===== src/rtl/uart_pkg.sv =====
// Shared UART definitions: transmitter state encoding and data-length helpers.
// The receiver path imports this package as well.
package uart_pkg;

  typedef enum logic [2:0] {IDLE, START, DATA, PARITY, STOP, DONE} tx_state_t;

  localparam logic [1:0] LEN_5 = 2'b00;
  localparam logic [1:0] LEN_6 = 2'b01;
  localparam logic [1:0] LEN_7 = 2'b10;
  localparam logic [1:0] LEN_8 = 2'b11;

  function automatic logic [3:0] data_len_to_bits(input logic [1:0] len);
    return 4'd5 + {2'b00, len};
  endfunction

endpackage


===== src/rtl/transmitter_shift_register.sv =====
// Holds the frame's data bits, shifts them out LSB-first, and keeps the parity
// bit computed over the active data bits at load time.
module transmitter_shift_register
  import uart_pkg::*;
#(
  parameter int DATA_W = 8
) (
  input  logic              clk,
  input  logic              reset,
  input  logic              load,
  input  logic              shift,
  input  logic [DATA_W-1:0] data,
  input  logic [1:0]        data_len,
  input  logic              parity_odd,
  output logic              serial_bit,
  output logic              parity_bit
);

  logic [DATA_W-1:0] shift_q;
  logic [DATA_W-1:0] mask;
  logic              parity_q;

  // Bits beyond the configured length must not contribute to parity.
  always_comb begin
    mask = '0;
    for (int i = 0; i < DATA_W; i++) begin
      mask[i] = (i < int'(data_len_to_bits(data_len)));
    end
  end

  always_ff @(posedge clk or posedge reset) begin
    if (reset) begin
      shift_q  <= '0;
      parity_q <= 1'b0;
    end else if (load) begin
      shift_q  <= data;
      parity_q <= (^(data & mask)) ^ parity_odd;
    end else if (shift) begin
      shift_q  <= shift_q >> 1;
    end
  end

  assign serial_bit = shift_q[0];
  assign parity_bit = parity_q;

endmodule


===== src/rtl/transmitter_controller.sv =====
// UART transmit engine: accepts a byte per handshake and serialises it as
// start, 5-8 data bits, optional parity, and 1-2 stop bits on baud ticks.
module transmitter_controller
  import uart_pkg::*;
#(
  parameter int DATA_W = 8
) (
  input  logic              clk,
  input  logic              reset,
  input  logic              tx_en_i,
  input  logic              cts_ni,
  input  logic              baud_tick_i,
  input  logic [DATA_W-1:0] tx_data_i,
  input  logic              tx_valid_i,
  output logic              tx_ready_o,
  input  logic [1:0]        data_len_i,
  input  logic              parity_en_i,
  input  logic              parity_odd_i,
  input  logic              stop2_i,
  output logic              baud_restart_o,
  output logic              tx_o,
  output logic              tx_busy_o,
  output logic              tx_done_o
);

  tx_state_t  state, state_next;
  logic [2:0] bit_cnt;
  logic       stop_cnt;
  logic [3:0] len_q;
  logic       parity_en_q;
  logic       stop2_q;
  logic       tx_q;
  logic       accept;
  logic       last_bit;
  logic       serial_bit;
  logic       parity_bit;

  assign tx_ready_o     = (state == IDLE) && tx_en_i && !cts_ni;
  assign accept         = tx_valid_i && tx_ready_o;
  assign baud_restart_o = accept;
  assign last_bit       = ({1'b0, bit_cnt} == (len_q - 4'd1));

  transmitter_shift_register #(.DATA_W(DATA_W)) u_shift (
    .clk        (clk),
    .reset      (reset),
    .load       (accept),
    .shift      ((state == DATA) && baud_tick_i),
    .data       (tx_data_i),
    .data_len   (data_len_i),
    .parity_odd (parity_odd_i),
    .serial_bit (serial_bit),
    .parity_bit (parity_bit)
  );

  always_ff @(posedge clk or posedge reset) begin
    if (reset) state <= IDLE;
    else       state <= state_next;
  end

  always_comb begin
    state_next = state;
    unique case (state)
      IDLE:    if (accept) state_next = START;
      START:   if (baud_tick_i) state_next = DATA;
      DATA:    if (baud_tick_i && last_bit) state_next = parity_en_q ? PARITY : STOP;
      PARITY:  if (baud_tick_i) state_next = STOP;
      STOP:    if (baud_tick_i && !(stop2_q && !stop_cnt)) state_next = DONE;
      DONE:    state_next = IDLE;
      default: state_next = IDLE;
    endcase
  end

  // Frame configuration is captured at accept so mid-frame changes are ignored.
  always_ff @(posedge clk or posedge reset) begin
    if (reset) begin
      bit_cnt     <= '0;
      stop_cnt    <= 1'b0;
      len_q       <= '0;
      parity_en_q <= 1'b0;
      stop2_q     <= 1'b0;
    end else begin
      if (accept) begin
        len_q       <= data_len_to_bits(data_len_i);
        parity_en_q <= parity_en_i;
        stop2_q     <= stop2_i;
        stop_cnt    <= 1'b0;
        bit_cnt     <= '0;
      end
      if (state == START && baud_tick_i) bit_cnt <= '0;
      if (state == DATA && baud_tick_i)  bit_cnt <= bit_cnt + 3'd1;
      if (state == STOP && baud_tick_i)  stop_cnt <= 1'b1;
    end
  end

  always_ff @(posedge clk or posedge reset) begin
    if (reset) begin
      tx_q <= 1'b1;
    end else begin
      unique case (state)
        START:   tx_q <= 1'b0;
        DATA:    tx_q <= serial_bit;
        PARITY:  tx_q <= parity_bit;
        default: tx_q <= 1'b1;
      endcase
    end
  end

  assign tx_o      = tx_q;
  assign tx_busy_o = (state == START) || (state == DATA) || (state == PARITY) || (state == STOP);
  assign tx_done_o = (state == DONE);

endmodule


===== config.mk =====
export PLATFORM = sky130hd
export DESIGN_NAME = transmitter_controller
export DESIGN_NICKNAME = d
export VERILOG_FILES = /design/src/rtl/uart_pkg.sv /design/src/rtl/transmitter_shift_register.sv /design/src/rtl/transmitter_controller.sv
export SDC_FILE = /design/constraint.sdc
export NUM_CORES = 1
export LEC_CHECK = 0
export BUFFER_PORTS_ARGS = -buffer_cell sky130_fd_sc_hd__buf_4
export CORE_MARGIN = 2
export CORE_UTILIZATION = 50
export DETAILED_ROUTE_END_ITERATION = 12
export PLACE_DENSITY = 0.73
export SYNTH_ARGS = -nofsm -noshare
export SYNTH_HDL_FRONTEND = slang
export SYNTH_SLANG_ARGS = --single-unit

===== constraint.sdc =====
create_clock -name clk -period 2.45 [get_ports clk]
set_clock_uncertainty 0.1 [all_clocks]
set_input_delay 0.49 -clock clk [delete_from_list [all_inputs] [get_ports clk]]
set_output_delay 0.49 -clock clk [all_outputs]
set_load 0.01 [all_outputs]

# [Word level (Yosys, flattened, before mapping)]
# Index checks and enable logic that the tools add are counted.
[op_classes] addsub=3 order_cmp=8 n_eq_ne=11 muxes=15 bitwise=2 reduce_logical=21
[op_table] cell="two-way mux 3 bit" n=9
[op_table] cell="less-than comparator 3 x 4 -> 1 bit (first input constant)" n=4
[op_table] cell="two-way mux 8 bit" n=2
[op_table] cell="one-hot mux 3 bit (5 select lines)" n=1
[op_table] cell="!= test 2 bit (second input constant)" n=5
[op_table] cell="logical AND 1 bit" n=9
[op_table] cell="AND 8 bit" n=1
[op_table] cell="less-than comparator 1 x 4 -> 1 bit (first input constant)" n=2
[op_table] cell="less-than comparator 2 x 4 -> 1 bit (first input constant)" n=2
[op_table] cell="XOR reduction 8 bit" n=1
[op_table] cell="== test 3 x 2 -> 1 bit (second input constant)" n=2
[op_table] cell="== test 3 bit (second input constant)" n=2
[op_table] cell="AND reduction 5 bit" n=1
[op_table] cell="adder 3 x 2 -> 4 bit (first input constant)" n=1
[op_table] cell="== test 3 x 4 -> 1 bit" n=1
[op_table] cell="nonzero test 2 bit" n=2
[op_table] cell="subtractor 4 x 1 -> 4 bit (second input constant)" n=1
[op_table] cell="adder 3 x 1 -> 3 bit (second input constant)" n=1
[op_table] cell="== test 3 x 1 -> 1 bit (second input constant)" n=1
[op_table] cell="zero test 1 bit" n=3
[op_table] cell="zero test 3 bit" n=1
[op_table] cell="logical OR 1 bit" n=3
[op_table] cell="one-hot mux 1 bit (3 select lines)" n=1
[op_table] cell="nonzero test 3 bit" n=1
[op_table] cell="other kinds (2)" n=3
[totals] register_bits=23 out_inout_bits=5 wordCells=69

# [Depth between registers and ports, before layout]
[logic_depth] ltp_word=7 depth_mapped=7

# [Cells and area by module]
# From an unflattened synthesis, not the netlist that was laid out.
[hier_totals] hier_cells=151 hier_area_um2=1382.6
[by_module_without_submodules] module="transmitter_controller" n_inst=1 cells_per_inst=102 area_per_inst_um2=894.6
[by_module_without_submodules] module="transmitter_shift_register" n_inst=1 cells_per_inst=49 area_per_inst_um2=488.0

# [Worst setup path after synthesis]
# No wires, ideal clock.
[synth_path] path_type="register to register" from="register len_q[0]" to="register state[0]" setup_time_ps=64 arrival_time_ps=1808 t_required_ps=2286 slack_ps=477 path_stages_with_launch=8 n_path_buf=0 period_less_slack_ps=1973 path_cell_list="dfrtp_1 inv_1 ha_1 xor3_1 a2bb2oi_1 or3b_1 a211oi_2 a21o_1"
[synth_between] elab_chain_cells=5
[synth_lines] item="start, declared" line_no="transmitter_controller.sv:29" text="logic [3:0] len_q;"
[synth_lines] item="start signal, assigned" line_no="transmitter_controller.sv:83" text="len_q <= data_len_to_bits(data_len_i);"
[synth_lines] item="subtractor 4 x 1 -> 4 bit" line_no="transmitter_controller.sv:41" text="assign last_bit = ({1'b0, bit_cnt} == (len_q - 4'd1));"
[synth_lines] item="== test 3 x 4 -> 1 bit" line_no="transmitter_controller.sv:41"
[synth_lines] item="logical AND 1 bit" line_no="transmitter_controller.sv:65" text="DATA: if (baud_tick_i && last_bit) state_next = parity_en_q ? PARITY : STOP;"
[synth_lines] item="!= test 2 bit (no line)"
[synth_lines] item="AND reduction 5 bit (no line)"
[synth_lines] item="end signal, assigned" line_no="transmitter_controller.sv:57" text="else state <= state_next;"
[synth_lines] item="end, declared" line_no="transmitter_controller.sv:26" text="tx_state_t state, state_next;"
# No other way between the ends.
# A chain may end at the register's enable or synchronous reset.

# [Worst setup path after layout]
[layout_path] from="register state[2]" to="output port baud_restart_o"
[layout_between] elab_chain_cells=4
[layout_lines] item="zero test 3 bit" line_no="transmitter_controller.sv:38" text="assign tx_ready_o = (state == IDLE) && tx_en_i && !cts_ni;"
[layout_lines] item="logical AND 1 bit (2 in a row)" line_no="transmitter_controller.sv:38"
[layout_lines] item="logical AND 1 bit" line_no="transmitter_controller.sv:39" text="assign accept = tx_valid_i && tx_ready_o;"
[layout_lines] item="end, declared" line_no="transmitter_controller.sv:20" text="output logic baud_restart_o,"
# No other way between the ends.

==> summary.md <==
| Metric | Value |
|---|---|
| Status | complete, no violations |
| DRT iter0 DRCs | 25 |
| Tightest Pin Transition | 0.867 ns |
| Vias/cell | 5.50 |
| Worst Setup Start Kind | flop |
| DRT antenna net count | 0 |
| CTS tree | built |
| Fin Setup TNS | 0 ns |
| CTS Sinks | 23 |
| Rel. slew slack | 0.421 |
| Die area | 0.00310 mm² |
| Synthesis Warnings | 0 |
| DR WL/cell | 13.4 µm |
| Gr usage total | 0.195 |
| Vias in the first global route | 1074 |
| Endpoints failing hold | 0 |
| Die Span Y | 55.7 µm |
| Hold WS | 0.260 ns |
| HP Class | input port to async pin |
| CTS buffer count | 3 |
| Boundary pin count | 24 |
| Achievable frequency | 453 MHz |
| Critical Path Sink Type | output pin |
| Syn_area_per_cell | 9.33 µm² |
| Final WL | 2610 µm |
| Post-CTS setup buffers | 0 |
| Post-Synthesis Cell Area | 0.00133 mm² |
| Area growth from synthesis to layout | 16.4% |
| Family with the most delay on the worst path | simple AND/OR/NAND/NOR gates |
| Gp weighted congestion | 0.783 |
| Worst skew pair latency | 0.30 ns |
| Hold-fix buffers, CTS | 0 |
| Max Cap Violations | 0 |
| Cell at the slowest stage of the critical path | dfrtp_1 |
| Antenna cells | 0 |
| Post-Syn Nets | 167 |
| Layout cell share with drive strength beyond 1 | 0.206 |
| Max incr delay on CP | 0.53 ns |
| Worst path cell trace | nor3_1 > nand3_1 > inv_1 > buf_4 |
| # DRC | 0 |
| Fin. max-slew vios | 0 |
| Post-Synthesis Cells | 143 |
| Clk pin slew, worst setup/hold paths | 0.12 ns |
| Unique masters post-synth | 35 |
| Placement Rows | 18 |
| Tcrit/Tclk final | 0.902 |
| Global-route wire length before repair | 4820 µm |
| Chip width | 55.7 µm |
| Worst Path Buf+Inv | 2 |
| Htree depth | 1 |
| Clock root buffer | clkbuf_4 |
| Crit path DAT | 1.62 ns |
| Nets | 190 |
| Largest net degree at the start of global routing | 24 |
| Peak supply drop | 525 µV |
| DP HPWL | 2030 µm |
| Leakage Power | 0.784 nW |
| Placeable core area | 0.00250 mm² |
| Global route total overflow | 0 |
| Number of gates resized after cts | 0 |
| Largest fanout on the critical path | 12 |
| First drt pass iteration count | 4 |
| Req. time, crit path | 1.86 ns |
| Maximum root-to-sink buffer count | 2 |
| Initial antenna violation count | 0 |
| RSZ-0062 raised after global routing | no |
| Yosys reg bits | 23 |
| Tmin final | 2.21 ns |
| Setup Crit Path Kind | flop to output pin |
| Routed vias | 1073 |
| Power per Cell Area | 1060 mW/mm² |
| Sequential share of the synthesized area | 0.432 |
| Port Buffers | 23 |
| Starting Density | 0.534 |
| Setup violators final | 0 |
[report_power, final]
| part | internal, mW | leakage, nW | total, mW | switching [mW] |
|---|---|---|---|---|
| clock network | 0.0634 | 0.0150 | 0.169 | 0.106 |
| registers | 0.549 | 0.292 | 0.716 | 0.167 |
| logic | 0.396 | 0.477 | 0.763 | 0.367 |
[kinds of logic after synthesis]
family,share of synthesized area
flip-flops,0.432
adder cells (fa/ha/maj),0.0469
AO/OA/AOI/OAI,0.148
buffers and inverters,0.0497
AND/OR/NAND/NOR,0.167
XOR/XNOR,0.103
multiplexers,0.0525
[synthesized netlist by cell type (all sizes together)]
| library cell | n | area [µm²] |
|---|---|---|
| o31a | 1 | 8.76 |
| and3 | 1 | 6.26 |
| xnor2 | 11 | 96.3 |
| nor4 | 1 | 6.26 |
| a32o | 2 | 20.0 |
| o21ai | 15 | 75.1 |
| dfstp | 1 | 26.3 |
| o31ai | 1 | 7.51 |
| a21o | 1 | 7.51 |
| or3 | 1 | 6.26 |
| ha | 5 | 62.6 |
| inv | 9 | 33.8 |
| a21bo | 1 | 10.0 |
| a211oi | 1 | 12.5 |
| or3b | 1 | 8.76 |
| dfrtp | 22 | 551 |
| o2111ai | 1 | 15.0 |
| a32oi | 1 | 8.76 |
| a2bb2oi | 1 | 8.76 |
| xor2 | 2 | 17.5 |
| or2 | 1 | 6.26 |
| a21oi | 3 | 15.0 |
| and2 | 1 | 6.26 |
| o41ai | 1 | 8.76 |
| nand3 | 3 | 15.0 |
| nor2b | 2 | 12.5 |
| nor3 | 3 | 15.0 |
| mux2i | 7 | 70.1 |
| nor3b | 1 | 12.5 |
| xor3 | 1 | 23.8 |
| clkbuf | 4 | 15.0 |
| nor2 | 6 | 22.5 |
| nand2 | 28 | 105 |
| buf | 3 | 17.5 |
[worst paths after layout]
path | endpoint | start | slack, ns | depth (start not counted)
worst max-delay path | baud_restart_o | state[2] | 0.24 | 4
worst min-delay path | state[0] | reset | 0.26 | 2
worst max register to register | state[0] | len_q[0] | 0.31 | 7
worst min register to register | stop_cnt | stop_cnt | 0.41 | 1
max in group asynchronous | stop2_q | reset | 1.46 | 2
min in group clk | parity_en_q | parity_en_i | 0.28 | 3
[through the flow]
stage	std cells	area [µm²]	worst slack [ns]	utilization	total power [mW]
3_5_place_dp	191	1530	0.360	0.611	1.48
3_3_place_gp	191	1530	0.444	0.611	1.43
4_1_cts	195	1550	0.204	0.621	1.66
5_1_grt	195	1550	0.0564	0.621	1.81
6_report	195	1550	0.241	0.621	1.65
2_1_floorplan	143	1330	0.477	-	1.28
[cells in the final DEF (no fill, tap or decap), drive strengths merged]
cell type / count
nand2: 28
buf: 25
dfrtp: 22
o21ai: 15
xnor2: 11
inv: 9
mux2i: 7
nor2: 6
ha: 5
clkbuf: 4
nor3: 3
nand3: 3
a21oi: 3
nor2b: 2
a32o: 2
xor2: 2
nor3b: 1
o31a: 1
xor3: 1
a2bb2oi: 1
or3: 1
a21bo: 1
nor4: 1
o31ai: 1
o2111ai: 1
o41ai: 1
or2: 1
and2: 1
and3: 1
or3b: 1
a211oi: 1
a21o: 1
a32oi: 1
dfstp: 1
[cell type report]
cell class,instances,area [µm²]
Sequential cell,23,577
Timing Repair Buffer,25,188
Multi-Input combinational cell,104,691
Tap cell,30,37.5
Inverter,9,33.8
Fill cell,222,947
Clock buffer,4,26.3
[metal layers]
metal | share of wire | vias to the layer above | track usage
met2 | 0.49 | 36 | 0.328
li1 | - | 526 | -
met1 | 0.44 | 505 | 0.254
met3 | 0.051 | 6 | 0.0302
met5 | 0 | - | 0
met4 | 0.017 | 0 | 0.0697
[flip-flops by register name, summed over array words and instances, names as in the netlist]
name and flops:
len_q 4, stop2_q 1, stop_cnt 1, parity_en_q 1, tx_o 1, bit_cnt 3, u_shift.shift_q 8, u_shift.parity_bit 1
state 3
Note: power is estimated with default switching activity, not from simulation.
